--- src/rtl/fc_layer_seq.sv ---
// fc_layer_seq
//   Sequential fully-connected layer. One input vector of IN_SIZE signed
//   elements is multiplied by an OUT_SIZE x IN_SIZE weight matrix read from
//   an external synchronous memory, LANES neurons at a time. Each neuron's
//   sum of bias and dot-product is requantised, which means an arithmetic
//   right shift, an optional ReLU and saturation to DATA_W bits.
//
// Ports
//   clk, rst_n        clock, synchronous active-low reset
//   s_valid/s_ready   input vector handshake (s_ready only in IDLE)
//   s_data            IN_SIZE packed signed elements
//   s_bias            OUT_SIZE packed signed biases
//   s_shift, s_relu   requantisation controls, latched with s_data
//   w_addr/w_rdata    weight memory port; read data returns one cycle later
//   m_valid/m_ready   output vector handshake
//   m_data            OUT_SIZE packed signed results
//   busy              high whenever the FSM is not in IDLE
//
// state | meaning
// IDLE  | waiting for an input vector, s_ready high
// MAC   | issuing weight reads for the current lane group, one per cycle
// DRAIN | absorbing the final read return of the group
// WB    | requantising the accumulators into the group's m_data slots
// OUT   | presenting m_data until downstream accepts
module fc_layer_seq #(
  parameter int IN_SIZE  = 128,
  parameter int OUT_SIZE = 10,
  parameter int LANES    = 2,
  parameter int DATA_W   = 8,
  parameter int ACC_W    = 32,
  localparam int G       = OUT_SIZE / LANES,
  localparam int AW      = (G * IN_SIZE > 1) ? $clog2(G * IN_SIZE) : 1
) (
  input  logic                         clk,
  input  logic                         rst_n,
  input  logic                         s_valid,
  output logic                         s_ready,
  input  logic [IN_SIZE*DATA_W-1:0]    s_data,
  input  logic [OUT_SIZE*DATA_W-1:0]   s_bias,
  input  logic [4:0]                   s_shift,
  input  logic                         s_relu,
  output logic [AW-1:0]                w_addr,
  input  logic [LANES*DATA_W-1:0]      w_rdata,
  output logic                         m_valid,
  input  logic                         m_ready,
  output logic [OUT_SIZE*DATA_W-1:0]   m_data,
  output logic                         busy
);

  localparam int J_W = (IN_SIZE > 1) ? $clog2(IN_SIZE) : 1;
  localparam int G_W = (G > 1) ? $clog2(G) : 1;
  localparam logic [J_W-1:0] J_LAST = J_W'(IN_SIZE - 1);
  localparam logic [G_W-1:0] G_LAST = G_W'(G - 1);
  localparam logic signed [ACC_W-1:0] SAT_MAX =
    {{(ACC_W-DATA_W+1){1'b0}}, {(DATA_W-1){1'b1}}};
  localparam logic signed [ACC_W-1:0] SAT_MIN =
    {{(ACC_W-DATA_W+1){1'b1}}, {(DATA_W-1){1'b0}}};

  typedef enum logic [2:0] {IDLE, MAC, DRAIN, WB, OUT} state_t;

  state_t                      state_q, state_d;
  logic [G_W-1:0]              g_q, g_d;
  logic [J_W-1:0]              j_q, j_d;
  logic [J_W-1:0]              rd_j_q, rd_j_d;
  logic                        rd_pend_q, rd_pend_d;
  logic [AW-1:0]               w_addr_q, w_addr_d;
  logic [IN_SIZE*DATA_W-1:0]   in_q, in_d;
  logic [OUT_SIZE*DATA_W-1:0]  bias_q, bias_d;
  logic [4:0]                  shift_q, shift_d;
  logic                        relu_q, relu_d;
  logic [OUT_SIZE*DATA_W-1:0]  m_data_q, m_data_d;
  logic                        m_valid_q, m_valid_d;
  logic signed [ACC_W-1:0]     acc_q [LANES];
  logic signed [ACC_W-1:0]     acc_d [LANES];

  // Group start: accumulators are loaded with the bias of group g_start,
  // taken from the live input bus on acceptance or the latched copy later.
  logic                        start_grp;
  logic [G_W-1:0]              g_start;
  logic [OUT_SIZE*DATA_W-1:0]  bias_src;

  logic signed [DATA_W-1:0]    in_sel;
  logic signed [DATA_W-1:0]    w_lane  [LANES];
  logic signed [2*DATA_W-1:0]  prod    [LANES];
  logic signed [ACC_W-1:0]     shifted [LANES];
  logic signed [DATA_W-1:0]    res     [LANES];

  // Datapath: product for the returning read, requantised lane results.
  always_comb begin
    in_sel = '0;
    for (int jj = 0; jj < IN_SIZE; jj++) begin
      if (rd_j_q == J_W'(jj)) in_sel = in_q[jj*DATA_W +: DATA_W];
    end
    for (int l = 0; l < LANES; l++) begin
      w_lane[l]  = w_rdata[l*DATA_W +: DATA_W];
      prod[l]    = (2*DATA_W)'(in_sel) * (2*DATA_W)'(w_lane[l]);
      shifted[l] = acc_q[l] >>> shift_q;
      if (relu_q && shifted[l][ACC_W-1]) shifted[l] = '0;
      if (shifted[l] > SAT_MAX)      res[l] = SAT_MAX[DATA_W-1:0];
      else if (shifted[l] < SAT_MIN) res[l] = SAT_MIN[DATA_W-1:0];
      else                           res[l] = shifted[l][DATA_W-1:0];
    end
  end

  // Next-state logic.
  always_comb begin
    state_d   = state_q;
    g_d       = g_q;
    j_d       = j_q;
    rd_j_d    = j_q;
    rd_pend_d = 1'b0;
    w_addr_d  = w_addr_q;
    in_d      = in_q;
    bias_d    = bias_q;
    shift_d   = shift_q;
    relu_d    = relu_q;
    m_data_d  = m_data_q;
    m_valid_d = m_valid_q;
    start_grp = 1'b0;
    g_start   = g_q;
    bias_src  = bias_q;
    for (int l = 0; l < LANES; l++) acc_d[l] = acc_q[l];

    // A read issued last cycle returns now; it always belongs to the
    // current group because a group ends with DRAIN and WB.
    if (rd_pend_q) begin
      for (int l = 0; l < LANES; l++) acc_d[l] = acc_q[l] + ACC_W'(prod[l]);
    end

    case (state_q)
      IDLE: begin
        if (s_valid) begin
          in_d      = s_data;
          bias_d    = s_bias;
          shift_d   = s_shift;
          relu_d    = s_relu;
          bias_src  = s_bias;
          g_d       = '0;
          j_d       = '0;
          w_addr_d  = '0;
          start_grp = 1'b1;
          g_start   = '0;
          state_d   = MAC;
        end
      end
      MAC: begin
        rd_pend_d = 1'b1;
        rd_j_d    = j_q;
        if (j_q == J_LAST) begin
          state_d = DRAIN;
        end else begin
          j_d      = j_q + J_W'(1);
          w_addr_d = w_addr_q + AW'(1);
        end
      end
      DRAIN: begin
        state_d = WB;
      end
      WB: begin
        for (int gg = 0; gg < G; gg++) begin
          if (g_q == G_W'(gg)) begin
            for (int l = 0; l < LANES; l++)
              m_data_d[(gg*LANES+l)*DATA_W +: DATA_W] = res[l];
          end
        end
        if (g_q == G_LAST) begin
          m_valid_d = 1'b1;
          state_d   = OUT;
        end else begin
          // Group addresses are contiguous, so the next group starts one
          // past the last address of this one.
          g_d       = g_q + G_W'(1);
          j_d       = '0;
          w_addr_d  = w_addr_q + AW'(1);
          start_grp = 1'b1;
          g_start   = g_q + G_W'(1);
          state_d   = MAC;
        end
      end
      OUT: begin
        if (m_ready) begin
          m_valid_d = 1'b0;
          state_d   = IDLE;
        end
      end
      default: state_d = IDLE;
    endcase

    if (start_grp) begin
      for (int gg = 0; gg < G; gg++) begin
        if (g_start == G_W'(gg)) begin
          for (int l = 0; l < LANES; l++)
            acc_d[l] = ACC_W'($signed(bias_src[(gg*LANES+l)*DATA_W +: DATA_W]));
        end
      end
    end
  end

  always_ff @(posedge clk) begin
    if (!rst_n) begin
      state_q   <= IDLE;
      g_q       <= '0;
      j_q       <= '0;
      rd_j_q    <= '0;
      rd_pend_q <= 1'b0;
      w_addr_q  <= '0;
      in_q      <= '0;
      bias_q    <= '0;
      shift_q   <= '0;
      relu_q    <= 1'b0;
      m_data_q  <= '0;
      m_valid_q <= 1'b0;
      for (int l = 0; l < LANES; l++) acc_q[l] <= '0;
    end else begin
      state_q   <= state_d;
      g_q       <= g_d;
      j_q       <= j_d;
      rd_j_q    <= rd_j_d;
      rd_pend_q <= rd_pend_d;
      w_addr_q  <= w_addr_d;
      in_q      <= in_d;
      bias_q    <= bias_d;
      shift_q   <= shift_d;
      relu_q    <= relu_d;
      m_data_q  <= m_data_d;
      m_valid_q <= m_valid_d;
      for (int l = 0; l < LANES; l++) acc_q[l] <= acc_d[l];
    end
  end

  assign s_ready = (state_q == IDLE);
  assign busy    = (state_q != IDLE);
  assign w_addr  = w_addr_q;
  assign m_valid = m_valid_q;
  assign m_data  = m_data_q;

endmodule

--- config.mk ---
export PLATFORM = sky130hd
export DESIGN_NAME = fc_layer_seq
export DESIGN_NICKNAME = d
export VERILOG_FILES = /design/src/rtl/fc_layer_seq.sv
export SDC_FILE = /design/constraint.sdc
export NUM_CORES = 2
export LEC_CHECK = 0
export CAP_MARGIN = 20
export CORE_AREA = 2 2 483 485
export DETAILED_ROUTE_END_ITERATION = 8
export DIE_AREA = 0 0 485 487
export MAX_ROUTING_LAYER = met4
export PLACE_DENSITY = 0.63
export SETUP_SLACK_MARGIN = 0.02
export SYNTH_ARGS = -nofsm -noshare
export SYNTH_HDL_FRONTEND = slang
export SYNTH_SLANG_ARGS = --single-unit
--- constraint.sdc ---
create_clock -name clk -period 9.9 [get_ports clk]
set_input_delay 1.485 -clock clk [delete_from_list [all_inputs] [get_ports clk]]
set_output_delay 1.485 -clock clk [all_outputs]
set_load 0.005 [all_outputs]
* Word level (Yosys, flattened, before mapping)
Memory sizes are Yosys's and may differ from the RTL's.
Cells that the tools add are included.
** Cells by class
- Muxes and demuxes :: 170
- Reduce and logical (&&, ||, !) cells :: 18
- Bitwise operators :: 2
- Equality and inequality tests :: 146
- $lt $le $gt $ge :: 4
- Multiply operators :: 2
- Shifts and indexed selects :: 2
- Add/sub/neg operators :: 5
** Operators with widths (number)
- $mux W8 :: 132
- $eq A7 B7 Y1 const B :: 65
- $mux W64 :: 7
- $eq A7 B6 Y1 const B :: 32
- $mux W80 :: 2
- $mux W32 :: 4
- $eq A7 B5 Y1 const B :: 16
- $add A32 B16 Y32 :: 2
- $gt A32 B8 Y1 const B :: 2
- $lt A32 B8 Y1 const B :: 2
- $sshr A32 B5 Y32 :: 2
- $eq A7 B4 Y1 const B :: 8
- $mul A8 B8 Y16 :: 2
- $mux W10 :: 3
- $pmux W10 S3 :: 1
- $eq A7 B3 Y1 const B :: 4
- $mux W7 :: 3
- $pmux W7 S3 :: 1
- $eq A3 B2 Y1 const B :: 6
- $mux W3 :: 6
- $pmux W3 S5 :: 1
- $eq A7 B2 Y1 const B :: 2
- $ne A2 B2 Y1 const B :: 6
- $reduce_and A2 Y1 :: 6
- 17 further kinds :: 34
** Storage, ports and cells
- Memories :: 1
- Word-level logic and storage cells :: 366
- Input bits :: 1130
- Register bits :: 1222
- Output and inout bits :: 93
- RAM bits :: 64
** Memory list
- acc_q :: words 2, width 32, read ports 2, clocked after Yosys merged registers in 0, write ports 2, line 73 : logic signed [ACC_W-1:0] acc_q [LANES];

* Longest topological paths before layout
- Depth after elaboration :: 139
- Depth in mapped cells :: 39
- Mapped depth without buffers :: 31

* Worst setup path before layout
OpenSTA, ideal clock, no wires.
- Path type :: register -> register
- Start :: reg rd_j_q[0]
- End :: mem acc_q[1][29] (netlist: acc_q[0][61])
- Cell stages (with the launch flop) :: 30
- Clock period less this slack :: 8.453 ns
- Setup time :: 0.120 ns
- Arrival :: 8.333 ns
- Setup slack :: 1.447 ns
- Buffers on the path :: 4
- Cell sequence :: dfxtp_1 -> buf_2 -> buf_6 -> or4_1 -> buf_2 -> nor2_1 -> a31o_2 -> a22o_1 -> a21o_1 -> a211oi_2 -> o211ai_1 -> a21boi_4 -> buf_6 -> and2_1 -> fa_1 -> fa_1 -> fa_1 -> fa_1 -> ha_1 -> ha_1 -> o211ai_1 -> a21oi_1 -> a2111o_1 -> o211ai_1 -> a21oi_1 -> or3_1 -> a21oi_1 -> xor2_1 -> nor3_1 -> o31a_1
** RTL lines
- start, declared :: line 64 : logic [J_W-1:0] rd_j_q, rd_j_d;
- start signal, assigned :: line 218 : rd_j_q <= rd_j_d;
- end, declared :: line 73

==> results_tabular.tex <==
\begin{tabular}{lr}
\hline
Metric & Value \\
\hline
\multicolumn{2}{l}{\textbf{Worst setup path}} \\
\quad Crit path kind & flop to flop \\
\quad Cell type of the slowest stage on the worst timing path & a21oi\_1 \\
\quad Worst path depth & 33 \\
\quad R2R Setup Slk & 110 ps \\
\quad WP data arrival & 10460 ps \\
\quad Setup crit end kind & flop \\
\quad CP startpoint kind & flop \\
\quad Critical Path Max Stage Delay & 570 ps \\
\quad Critical Path Most Common Cell & buf\_4 \\
\quad Number of cells on the worst reg-to-reg path & 33 \\
\quad Maximum fanout encountered on the critical timing path & 20 \\
\quad Data required time of the worst path & 10570 ps \\
\quad Top Family by Delay on Critical Path & compound AO/OA/AOI/OAI gates \\
\quad Buf/Inv on CP & 8 \\
\multicolumn{2}{l}{\textbf{Routing}} \\
\quad Number of optimization iterations in the first detailed-route pass & 9 \\
\quad Remaining routing DRC violations & 0 \\
\quad Vias per inst & 5.91 \\
\quad WL/cell & 34.3 um \\
\quad Number of DRC violations after detailed-routing iteration 0 & 10689 \\
\quad Detailed Route WL & 464 mm \\
\quad Via count & 79788 \\
\quad Count of nets left with antenna violations after detail routing & 0 \\
\multicolumn{2}{l}{\textbf{CTS}} \\
\quad Clock tree from TritonCTS & yes \\
\quad Buffers from clock root to sink, at most & 3 \\
\quad Number of clock buffers inserted by TritonCTS & 155 \\
\quad Later-pin clock latency in the skew report & 850 ps \\
\quad Clock slew at the register clock pins of the worst setup and hold paths & 60 ps \\
\quad Clock sinks & 1286 \\
\quad Clock tree root driver cell & clkbuf\_16 \\
\quad CTS HTree Levels & 4 \\
\multicolumn{2}{l}{\textbf{Synthesis}} \\
\quad Area of the mapped netlist & 0.0741 mm\^{}2 \\
\quad Number of instances in the synthesized netlist & 9241 \\
\quad Post-synthesis async set-or-reset flop share & 0\% \\
\quad Share of synthesized area occupied by flip-flops and latches & 34.7\% \\
\quad Number of nets in the synthesized netlist & 10790 \\
\quad Flip-flop cell with the highest count after synthesis & dfxtp\_1 \\
\quad Yosys warnings & 0 \\
\quad Number of flops mapped to enable cells by yosys & 0 \\
\quad Netlist cell types & 112 \\
\quad Post-Syn Area per Cell & 8.02 um\^{}2 \\
\quad Flops \& latches, synth & 1286 \\
\multicolumn{2}{l}{\textbf{Global routing}} \\
\quad Number of global-route vias before repair & 76264 \\
\quad Number of antenna violations at the first check in global routing & 70 \\
\quad Aggregate global routing overflow & 0 \\
\quad Global-route wire length before repair & 626 mm \\
\quad Total global-route track usage & 38.8\% \\
\quad Largest net degree at the start of global routing & 217 \\
\multicolumn{2}{l}{\textbf{Power}} \\
\quad Internal Power & 13.2 mW \\
\quad Share of power burned in the clock network & 27.5\% \\
\quad Final Total Pwr & 22.3 mW \\
\quad Lkg Pwr & 36.4 nW \\
\quad Peak supply drop & 0.166 mV \\
\quad Power per cell area & 232 mW/mm\^{}2 \\
\quad Sequential share of power & 28.4\% \\
\quad Switching power & 9.05 mW \\
\quad Share of total power in combinational logic & 44.2\% \\
\quad Switching power as a share of total power & 40.6\% \\
\multicolumn{2}{l}{\textbf{Floorplan}} \\
\quad Starting Density & 32.0\% \\
\quad Die width & 485 um \\
\quad Die height & 487 um \\
\quad DIE AREA & 0.236 mm\^{}2 \\
\quad Boundary pin count & 1223 \\
\quad Core ar. & 0.231 mm\^{}2 \\
\quad Cell row count & 177 \\
\multicolumn{2}{l}{\textbf{Timing}} \\
\quad Post-route setup slack & 111 ps \\
\quad Final hold slack & 452 ps \\
\quad Share of the clock period used by the worst path & 98.9\% \\
\quad Slew @ Worst Pin & 1450 ps \\
\quad Number of pins with negative max-slew slack in the final report & 0 \\
\quad Final critical-path required period & 9790 ps \\
\quad Finish-stage setup viols & 0 \\
\quad RSZ-0062 raised after global routing & true \\
\quad Fmax & 102 MHz \\
\quad Slew margin rel. & 3.02\% \\
\quad Clock skew & 50.0 ps \\
\quad Final hold violation count & 0 \\
\multicolumn{2}{l}{\textbf{Place}} \\
\quad Routability congestion estimate from global placement & 1.07 \\
\quad Number of input and output port buffers inserted & 1222 \\
\quad Hpwl dp & 363 mm \\
\quad Post-Place Setup Slack & 61.0 ps \\
\multicolumn{2}{l}{\textbf{Worst hold path}} \\
\quad Hold Path Cell Cnt & 2 \\
\quad Hold/Removal Path Class & flop to flop \\
\multicolumn{2}{l}{\textbf{Layout}} \\
\quad Layout overhead on the synthesized area & 29.7\% \\
\quad Share of layout cells above drive strength 1 & 9.17\% \\
\quad Util after Layout & 41.5\% \\
\quad Final net count & 11821 \\
\multicolumn{2}{l}{\textbf{Run}} \\
\quad Max capacitance violation total & 0 \\
\multicolumn{2}{l}{\textbf{Run status}} \\
\quad Run status & completed \\
\hline
\end{tabular}
==> worst reg2reg max path: cells and delay by family, from the launching register on <==
kind,cells,cell delay [ps]
and+or+nand+nor,2,650
DFF,1,530
xor gates and xnor gates,1,150
AOI/OAI and AO/OA,15,3490
adders and majority gates,6,2610
muxes,1,440
buffers and inverters,8,1760
==> power groups by stage <==
| stage | clock network, mW | logic, mW | registers (mW) |
|---|---|---|---|
| floorplan | 0 | 6.11 | 5.97 |
| finish | 6.11 | 9.84 | 6.32 |
| detailed placement | 0 | 9.69 | 6.40 |
| global route | 6.36 | 10.8 | 6.32 |
| CTS | 6.16 | 9.79 | 6.29 |
| global placement | 0 | 9.77 | 6.40 |
==> metrics by stage <==
stage / instance area (um^2) / cells / setup TNS [ps]
floorplan: 74100 / 9241 / 0
global placement: 90500 / 13152 / -100
detailed placement: 90500 / 13153 / 0
CTS: 95900 / 13433 / 0
global route: 96100 / 13487 / 0
finish: 96100 / 13499 / 0
==> cell usage in the layout (no fill, tap or decap), types with 24 or more instances in the layout <==
cell                n
nand2_1          2382
dfxtp_1          1275
clkdlybuf4s50_1  1221
a21oi_1          1139
o21ai_0           406
nor2_1            379
buf_4             359
a21boi_0          351
fa_1              272
mux2i_1           255
inv_1             219
clkbuf_16         156
ha_1              147
o22ai_1           103
a211oi_1           84
mux2_2             77
a22oi_1            76
a221oi_1           62
diode_2            61
nor3_1             60
nand3_1            58
mux4_2             57
and2_1             54
a21o_1             54
nor2b_1            51
o211ai_1           51
a31oi_1            47
o31ai_1            46
xnor2_1            46
and3_1             45
nand2b_1           42
o221ai_1           39
o21a_1             37
buf_12             34
nand4_1            30
a22o_1             26
clkbuf_8           26
clkbuf_1           24
clkinv_2           24
==> cells in the mapped netlist (all sizes together) (18+ instances only) <==
| cell | instances | share of area [%] |
|---|---|---|
| nand2 | 2384 | 12 |
| dfxtp | 1286 | 35 |
| a21oi | 1156 | 7.9 |
| clkbuf | 427 | 2.2 |
| o21ai | 424 | 2.9 |
| nor2 | 392 | 2.0 |
| a21boi | 354 | 3.6 |
| buf | 317 | 2.5 |
| fa | 272 | 7.3 |
| mux2i | 256 | 3.5 |
| inv | 225 | 1.1 |
| ha | 147 | 2.5 |
| o22ai | 104 | 0.88 |
| a211oi | 88 | 0.90 |
| mux2 | 79 | 1.2 |
| a22oi | 76 | 0.77 |
| nor3 | 66 | 0.47 |
| a221oi | 64 | 0.76 |
| and2 | 59 | 0.50 |
| nand3 | 59 | 0.40 |
| mux4 | 57 | 1.7 |
| nor2b | 57 | 0.48 |
| a21o | 54 | 0.55 |
| o211ai | 51 | 0.52 |
| nand2b | 50 | 0.42 |
| o31ai | 49 | 0.50 |
| a31oi | 47 | 0.40 |
| xnor2 | 46 | 0.54 |
| and3 | 45 | 0.38 |
| o221ai | 40 | 0.48 |
| o21a | 37 | 0.37 |
| nand4 | 30 | 0.25 |
| a22o | 26 | 0.31 |
| xor2 | 22 | 0.27 |
| a222oi | 19 | 0.26 |
| nand3b | 18 | 0.19 |
| nor3b | 18 | 0.20 |
==> kinds of logic after synthesis <==
family	Yosys count	synth area share, %
multiplexers	392	6.40
XOR/XNOR	68	0.813
AO/OA/AOI/OAI	2809	23.7
buffers and inverters	972	5.79
AND/OR/NAND/NOR	3295	18.7
flip-flops	1286	34.7
adder cells (fa/ha/maj)	419	9.82
==> registers in the layout, summed over array words and instances (netlist names), 3 cells and up <==
signal	count
m_data	80
g_q	3
rd_j_q	7
bias_q	80
j_q	7
in_q	1024
acc_q	64
state_q	3
w_addr	10
shift_q	5
==> worst paths after layout <==
kind / to / startpoint
worst max register to register: acc_q[0][23] / rd_j_q[2]
worst max-delay path: acc_q[0][23] / rd_j_q[2]
worst min register to register: in_q[969] / in_q[969]
worst min-delay path: in_q[969] / in_q[969]
==> metal layers <==
metal  share of wire, %  global-route usage, %  vias to the layer above
met4                7.5                   24.4                        0
met3                9.6                   9.34                     1262
met1                 39                   46.7                    39380
met2                 44                   58.0                     4889
met5                  0                      -                        -
li1                   -                      -                    34257
==> what timing repair did <==
action,CTS,global route
pin swaps,0,4
endpoints found under the setup margin,1,19
resized for setup,1,15
hold buffers,0,0
endpoints found under the hold margin,0,0
setup buffers,0,4
==> cell type report <==
| class | instances | area [um^2] |
|---|---|---|
| timing repair buffer | 1618 | 15700 |
| clock buffer | 206 | 4350 |
| multi-input combinational | 6983 | 44500 |
| fill | 23334 | 135000 |
| antenna | 61 | 153 |
| tap | 3043 | 3810 |
| inverter | 228 | 868 |
| sequential | 1286 | 25800 |
| clock inverter | 74 | 1020 |
Power figures use the tool's default switching activity.
